## config.mk

```make
export PLATFORM = sky130hd
export DESIGN_NAME = semaforo_ctrl_flat
export DESIGN_NICKNAME = d
export VERILOG_FILES = /design/src/rtl/semaforo_ctrl_if.sv /design/src/rtl/semaforo_ctrl.sv /design/src/flat_wrapper.sv
export SDC_FILE = /design/constraint.sdc
export NUM_CORES = 1
export LEC_CHECK = 0
export CORE_MARGIN = 2
export CORE_UTILIZATION = 40
export CTS_CLUSTER_DIAMETER = 100
export DETAILED_ROUTE_END_ITERATION = 10
export GPL_ROUTABILITY_DRIVEN = 0
export HOLD_SLACK_MARGIN = 0.03
export PLACE_DENSITY = 0.66
export SLEW_MARGIN = 10
export SYNTH_ARGS = -nofsm -noshare
export SYNTH_HDL_FRONTEND = slang
export SYNTH_SLANG_ARGS = --single-unit
```

## constraint.sdc

```tcl
create_clock -name clock -period 2.5 [get_ports clock]
set_input_delay 0.25 -clock clock [delete_from_list [all_inputs] [get_ports clock]]
set_output_delay 0.25 -clock clock [all_outputs]
set_load 0.02 [all_outputs]
```

## src/rtl/semaforo_ctrl_if.sv

```systemverilog
// Sensor inputs and lamp/status outputs of the two-way traffic-light sequencer.
// master = intersection side (drives sensors), slave = controller side.
interface semaforo_ctrl_if #(
  parameter int N_SENS = 2,
  parameter int CNT_W  = 8
);
  logic [N_SENS-1:0] ns_car;
  logic [N_SENS-1:0] lo_car;
  logic              night;
  logic              ns_green;
  logic              ns_yellow;
  logic              ns_red;
  logic              lo_green;
  logic              lo_yellow;
  logic              lo_red;
  logic [2:0]        phase;
  logic [CNT_W-1:0]  timer;

  modport master (
    output ns_car, lo_car, night,
    input  ns_green, ns_yellow, ns_red, lo_green, lo_yellow, lo_red, phase, timer
  );

  modport slave (
    input  ns_car, lo_car, night,
    output ns_green, ns_yellow, ns_red, lo_green, lo_yellow, lo_red, phase, timer
  );
endinterface

```

## src/rtl/semaforo_ctrl.sv

```systemverilog
// Timed NS/LO traffic-light phase sequencer: green (min/max, demand-extended), yellow, all-red.
// Optional night flashing-yellow mode is compiled in with `define SEMAFORO_NIGHT_EN.
module semaforo_ctrl #(
  parameter int N_SENS       = 2,
  parameter int CNT_W        = 8,
  parameter int MIN_GREEN    = 10,
  parameter int MAX_GREEN    = 40,
  parameter int YELLOW       = 4,
  parameter int ALL_RED      = 2,
  parameter int FLASH_PERIOD = 8
) (
  input  logic          clock,
  input  logic          reset_n,
  semaforo_ctrl_if.slave bus
);
  localparam logic [2:0] AR_NS = 3'd0;
  localparam logic [2:0] NS_G  = 3'd1;
  localparam logic [2:0] NS_Y  = 3'd2;
  localparam logic [2:0] AR_LO = 3'd3;
  localparam logic [2:0] LO_G  = 3'd4;
  localparam logic [2:0] LO_Y  = 3'd5;

  localparam logic [CNT_W-1:0] T_MIN = CNT_W'(MIN_GREEN - 1);
  localparam logic [CNT_W-1:0] T_MAX = CNT_W'(MAX_GREEN - 1);
  localparam logic [CNT_W-1:0] T_Y   = CNT_W'(YELLOW - 1);
  localparam logic [CNT_W-1:0] T_AR  = CNT_W'(ALL_RED - 1);
  localparam logic [CNT_W-1:0] T_SAT = {CNT_W{1'b1}};

  // Lamp vector order: {ns_green, ns_yellow, ns_red, lo_green, lo_yellow, lo_red}
  localparam logic [5:0] L_ALL_RED = 6'b001_001;

  logic [2:0]       state_reg, state_next;
  logic [CNT_W-1:0] timer_reg, timer_next;
  logic [5:0]       lamps_reg, lamps_next;
  logic             ns_dem, lo_dem;
  logic             flash_reg, flash_next;

  assign ns_dem = |bus.ns_car;
  assign lo_dem = |bus.lo_car;

`ifdef SEMAFORO_NIGHT_EN
  localparam logic [2:0]       FLASH = 3'd6;
  localparam logic [CNT_W-1:0] T_FL  = CNT_W'(FLASH_PERIOD - 1);
`else
  logic unused_night;
  assign unused_night = bus.night ^ FLASH_PERIOD[0];
`endif

  always_comb begin
    state_next = state_reg;
    timer_next = (timer_reg == T_SAT) ? timer_reg : timer_reg + 1'b1;
    flash_next = flash_reg;
    case (state_reg)
      AR_NS: if (timer_reg == T_AR) begin
        state_next = NS_G;
`ifdef SEMAFORO_NIGHT_EN
        if (bus.night) begin
          state_next = FLASH;
          flash_next = 1'b1;
        end
`endif
      end
      NS_G: if (timer_reg >= T_MIN && lo_dem && (!ns_dem || timer_reg == T_MAX))
        state_next = NS_Y;
      NS_Y: if (timer_reg == T_Y) state_next = AR_LO;
      AR_LO: if (timer_reg == T_AR) begin
        state_next = LO_G;
`ifdef SEMAFORO_NIGHT_EN
        if (bus.night) begin
          state_next = FLASH;
          flash_next = 1'b1;
        end
`endif
      end
      LO_G: if (timer_reg >= T_MIN && ns_dem && (!lo_dem || timer_reg == T_MAX))
        state_next = LO_Y;
      LO_Y: if (timer_reg == T_Y) state_next = AR_NS;
`ifdef SEMAFORO_NIGHT_EN
      FLASH: begin
        if (!bus.night) begin
          state_next = AR_NS;
        end else if (timer_reg == T_FL) begin
          flash_next = ~flash_reg;
          timer_next = '0;
        end
      end
`endif
      default: state_next = AR_NS;
    endcase

    // A resting green parks its timer at MAX_GREEN-1 so a late demand can max-out at once.
    if (state_next != state_reg)
      timer_next = '0;
    else if ((state_reg == NS_G || state_reg == LO_G) && timer_reg == T_MAX)
      timer_next = T_MAX;

    lamps_next = L_ALL_RED;
    case (state_next)
      NS_G:  lamps_next = 6'b100_001;
      NS_Y:  lamps_next = 6'b010_001;
      LO_G:  lamps_next = 6'b001_100;
      LO_Y:  lamps_next = 6'b001_010;
`ifdef SEMAFORO_NIGHT_EN
      FLASH: lamps_next = {1'b0, flash_next, 1'b0, 1'b0, flash_next, 1'b0};
`endif
      default: lamps_next = L_ALL_RED;
    endcase
  end

  always_ff @(posedge clock) begin
    if (!reset_n) begin
      state_reg <= AR_NS;
      timer_reg <= '0;
      lamps_reg <= L_ALL_RED;
      flash_reg <= 1'b0;
    end else begin
      state_reg <= state_next;
      timer_reg <= timer_next;
      lamps_reg <= lamps_next;
      flash_reg <= flash_next;
    end
  end

  assign bus.phase     = state_reg;
  assign bus.timer     = timer_reg;
  assign bus.ns_green  = lamps_reg[5];
  assign bus.ns_yellow = lamps_reg[4];
  assign bus.ns_red    = lamps_reg[3];
  assign bus.lo_green  = lamps_reg[2];
  assign bus.lo_yellow = lamps_reg[1];
  assign bus.lo_red    = lamps_reg[0];
endmodule
```

## src/flat_wrapper.sv

```systemverilog
// flat-port wrapper written by rule: the top's interface ports become plain ports
module semaforo_ctrl_flat 
#(
  parameter int N_SENS       = 2,
  parameter int CNT_W        = 8,
  parameter int MIN_GREEN    = 10,
  parameter int MAX_GREEN    = 40,
  parameter int YELLOW       = 4,
  parameter int ALL_RED      = 2,
  parameter int FLASH_PERIOD = 8
)
  (clock, reset_n, bus_ns_car, bus_lo_car, bus_night, bus_ns_green, bus_ns_yellow, bus_ns_red, bus_lo_green, bus_lo_yellow, bus_lo_red, bus_phase, bus_timer);
  semaforo_ctrl_if #(.N_SENS(N_SENS), .CNT_W(CNT_W)) bus_i ();
  input  logic clock;
  input  logic reset_n;
  input wire logic [$bits(bus_i.ns_car)-1:0] bus_ns_car;
  input wire logic [$bits(bus_i.lo_car)-1:0] bus_lo_car;
  input wire logic [$bits(bus_i.night)-1:0] bus_night;
  output wire logic [$bits(bus_i.ns_green)-1:0] bus_ns_green;
  output wire logic [$bits(bus_i.ns_yellow)-1:0] bus_ns_yellow;
  output wire logic [$bits(bus_i.ns_red)-1:0] bus_ns_red;
  output wire logic [$bits(bus_i.lo_green)-1:0] bus_lo_green;
  output wire logic [$bits(bus_i.lo_yellow)-1:0] bus_lo_yellow;
  output wire logic [$bits(bus_i.lo_red)-1:0] bus_lo_red;
  output wire logic [$bits(bus_i.phase)-1:0] bus_phase;
  output wire logic [$bits(bus_i.timer)-1:0] bus_timer;
  assign bus_i.ns_car = bus_ns_car;
  assign bus_i.lo_car = bus_lo_car;
  assign bus_i.night = bus_night;
  assign bus_ns_green = bus_i.ns_green;
  assign bus_ns_yellow = bus_i.ns_yellow;
  assign bus_ns_red = bus_i.ns_red;
  assign bus_lo_green = bus_i.lo_green;
  assign bus_lo_yellow = bus_i.lo_yellow;
  assign bus_lo_red = bus_i.lo_red;
  assign bus_phase = bus_i.phase;
  assign bus_timer = bus_i.timer;
  semaforo_ctrl #(.N_SENS(N_SENS), .CNT_W(CNT_W), .MIN_GREEN(MIN_GREEN), .MAX_GREEN(MAX_GREEN), .YELLOW(YELLOW), .ALL_RED(ALL_RED), .FLASH_PERIOD(FLASH_PERIOD)) u_core (.clock(clock), .reset_n(reset_n), .bus(bus_i));
endmodule
```

==> metrics <==
dpl cells 167; num rows 18; CP max FO 8; CP max stage delay 0.49 ns; Die W 55.5 um; Post-Syn Area 1060 um2; maximum VDD drop 0.380 mV; commonest cells in the netlist 17 x dfxtp_1, 10 x nand2_1, 7 x inv_1, 7 x nand3_1, 7 x nor3_1; CP Launch Type flip-flop; first-pass GRT wire length 4340 um; predominant post-synthesis flop cell dfxtp_1; grt ovf 0; Setup Slack @ Placement 0.230 ns; Vias 970; cell taking the most area after synthesis dfxtp_1; non-filler cells, final 171; fraction of registers with async set/reset 0%; clk buf depth 2; DRT Pass-1 Iters 7; Setup-failing EPs final 0; Setup Buffers After CTS 0; effective utilization at floorplan 42.4%; PwrDens 538 nW/um2; Worst Hold Class primary input to flip-flop; crit path time final 2.29 ns; I/O pins 24; Num CTS Buffers 3; Slew Viols, Final 0; internal reg-to-reg setup slack 0.21 ns; worst hold margin 0.581 ns; WS Path Type flip-flop to flip-flop; Synth area leaders dfxtp_1 32%, mux2i_1 4.7%, nor4b_2 4.2%; register area share after synthesis 32.1%; DRT iter0 DRCs 22; Hold Path End u_core.lamps_reg[0]; syn avg cell area 9.15 um2; Synth Warn # 0; Max Clock Freq 0.437 GHz; Final Hold Fails 0; Setup Total Neg Slack 0 ns; RSZ-0062 raised after global routing false; max reg flops 8; clock skew 0.00576 ns; most common cell in the synthesized netlist dfxtp_1; syn nets 126; largest net degree at the start of global routing 11; core area 2500 um2; drt drc 0; critical path cell sequence inv_1 > ha_1 > or3b_2 > a21oi_2 > nor4b_2 > o31a_2 > nor4bb_2; Final period util 91.6%; worst skew pair latency 0.30 ns; CTS root buf clkbuf_4; Global Route Usage Sum 17.4%; number of global-route vias before repair 917; Slew @ Worst Pin 0.449 ns; Hold Crit Depth 2; relative slew slack 69.6%; ANT nets after route 0; cells after synthesis 116; initial antenna violation count 0; R2R depth 7; H-tree depth 1; layout cell share with drive strength beyond 1 17.0%; top cell type's share of synthesized area 32.1%; outcome complete, no violations; hold buffers post-CTS 0; die height 55.5 um; Tot Pwr 723 uW; diode count 0; clk slew on worst S/H paths 0.11 ns; worst r2r dst u_core.bus.timer[2]; Crit. End Element flip-flop; final wirelength 2620 um; post-CTS sizing 0; Post-synth EDFFs 0; port bufs 22; CTS tree done; dpl hpwl 1880 um; Hold Startpoint reset_n; Area Overhead vs Synth 26.5%; Max-Cap Viols 0; leakage 0.483 nW; drt wl/cell 15.3 um; reg-to-reg startpoint u_core.bus.timer[1]; CTS sink count 17; Netlist cell types 41; CP max-delay cell or3b_2; worst setup margin 0.210 ns; Post-layout nets 152; #FFs+latches synth 17; Via density 5.67; DIE AREA 3080 um2; required time of the critical path 2.72 ns; critical path arrival 2.51 ns
## layout make-up
type                            count  area (um2)
Tap cell                           30        37.5
Inverter                            7        26.3
Fill cell                         232        1160
Clock buffer                        3        22.5
Timing Repair Buffer               24         235
Sequential cell                    17         340
Multi-Input combinational cell     89         676
Clock inverter                      1        5.00
## report_power, final
part / total (mW) / leakage, nW / switching [mW] / internal (mW)
logic: 0.244 / 0.328 / 0.130 / 0.115
clock network: 0.156 / 0.0177 / 0.0964 / 0.0596
registers: 0.322 / 0.138 / 0.0300 / 0.292
total: 0.723 / 0.483 / 0.256 / 0.467
## kinds of logic (layout without fill, tap and decap cells)
logic type | count (synthesis) | count (layout) | share of synthesized area, %
AO/OA/AOI/OAI | 23 | 23 | 17.6
flip-flops | 17 | 17 | 32.1
XOR/XNOR | 2 | 2 | 1.65
multiplexers | 5 | 5 | 4.72
buffers and inverters | 10 | 35 | 4.25
AND/OR/NAND/NOR | 56 | 56 | 36.2
adder cells (fa/ha/maj) | 3 | 3 | 3.54
## how the worst max path moves through the flow
stage | cells past startpoint | slack, ns | startpoint | end
floorplan | 7 | 0.27 | u_core.bus.timer[1] | u_core.bus.timer[1]
global placement | 7 | 0.28 | u_core.bus.timer[1] | u_core.bus.timer[1]
detailed placement | 7 | 0.23 | u_core.bus.timer[1] | u_core.bus.timer[2]
CTS | 7 | 0.20 | u_core.bus.timer[1] | u_core.bus.timer[2]
global route | 7 | 0.11 | u_core.bus.timer[1] | u_core.bus.timer[2]
finish | 7 | 0.21 | u_core.bus.timer[1] | u_core.bus.timer[2]
## cells in the final DEF (no fill, tap or decap), types with 3 or more instances in the layout
| master | synthesis | final |
|---|---|---|
| clkdlybuf4s50_1 | 0 | 22 |
| dfxtp_1 | 17 | 17 |
| nand2_1 | 10 | 10 |
| inv_1 | 7 | 7 |
| nand3_1 | 7 | 7 |
| nor3_1 | 7 | 7 |
| nor2b_1 | 6 | 6 |
| nor2_1 | 5 | 5 |
| mux2i_1 | 5 | 5 |
| o211ai_1 | 4 | 4 |
| o21ai_0 | 4 | 4 |
| or4_4 | 3 | 3 |
| nor4b_2 | 3 | 3 |
| nand3b_1 | 3 | 3 |
| ha_1 | 3 | 3 |
| clkbuf_4 | 0 | 3 |
## worst max-delay path: cells and delay by family, from the launching register on
kind / cells / cell delay (ns)
AO/OA/AOI/OAI: 2 / 0.63
buffers and inverters: 1 / 0.08
adder cells (fa/ha/maj): 1 / 0.21
AND/OR/NAND/NOR: 3 / 0.87
flip-flops: 1 / 0.40
## per-layer routing
metal / share of wire (%) / wire length [um] / vias to the layer above / GRT usage (%)
met1: 48 / 1250 / 456 / 24.7
met2: 46 / 1220 / 28 / 26.2
li1: - / - / 484 / -
met4: 0.61 / 16 / 0 / 6.27
met3: 5.3 / 138 / 2 / 3.04
met5: 0 / 0 / - / 0
## per-stage QoR
stage                     utilization, %  cell area (um2)
final                               53.7             1340
after CTS                           53.7             1340
after global placement              52.6             1320
after floorplan                        -             1060
after detailed placement            52.6             1320
after global routing                53.7             1340
Power figures use the tool's default switching activity.
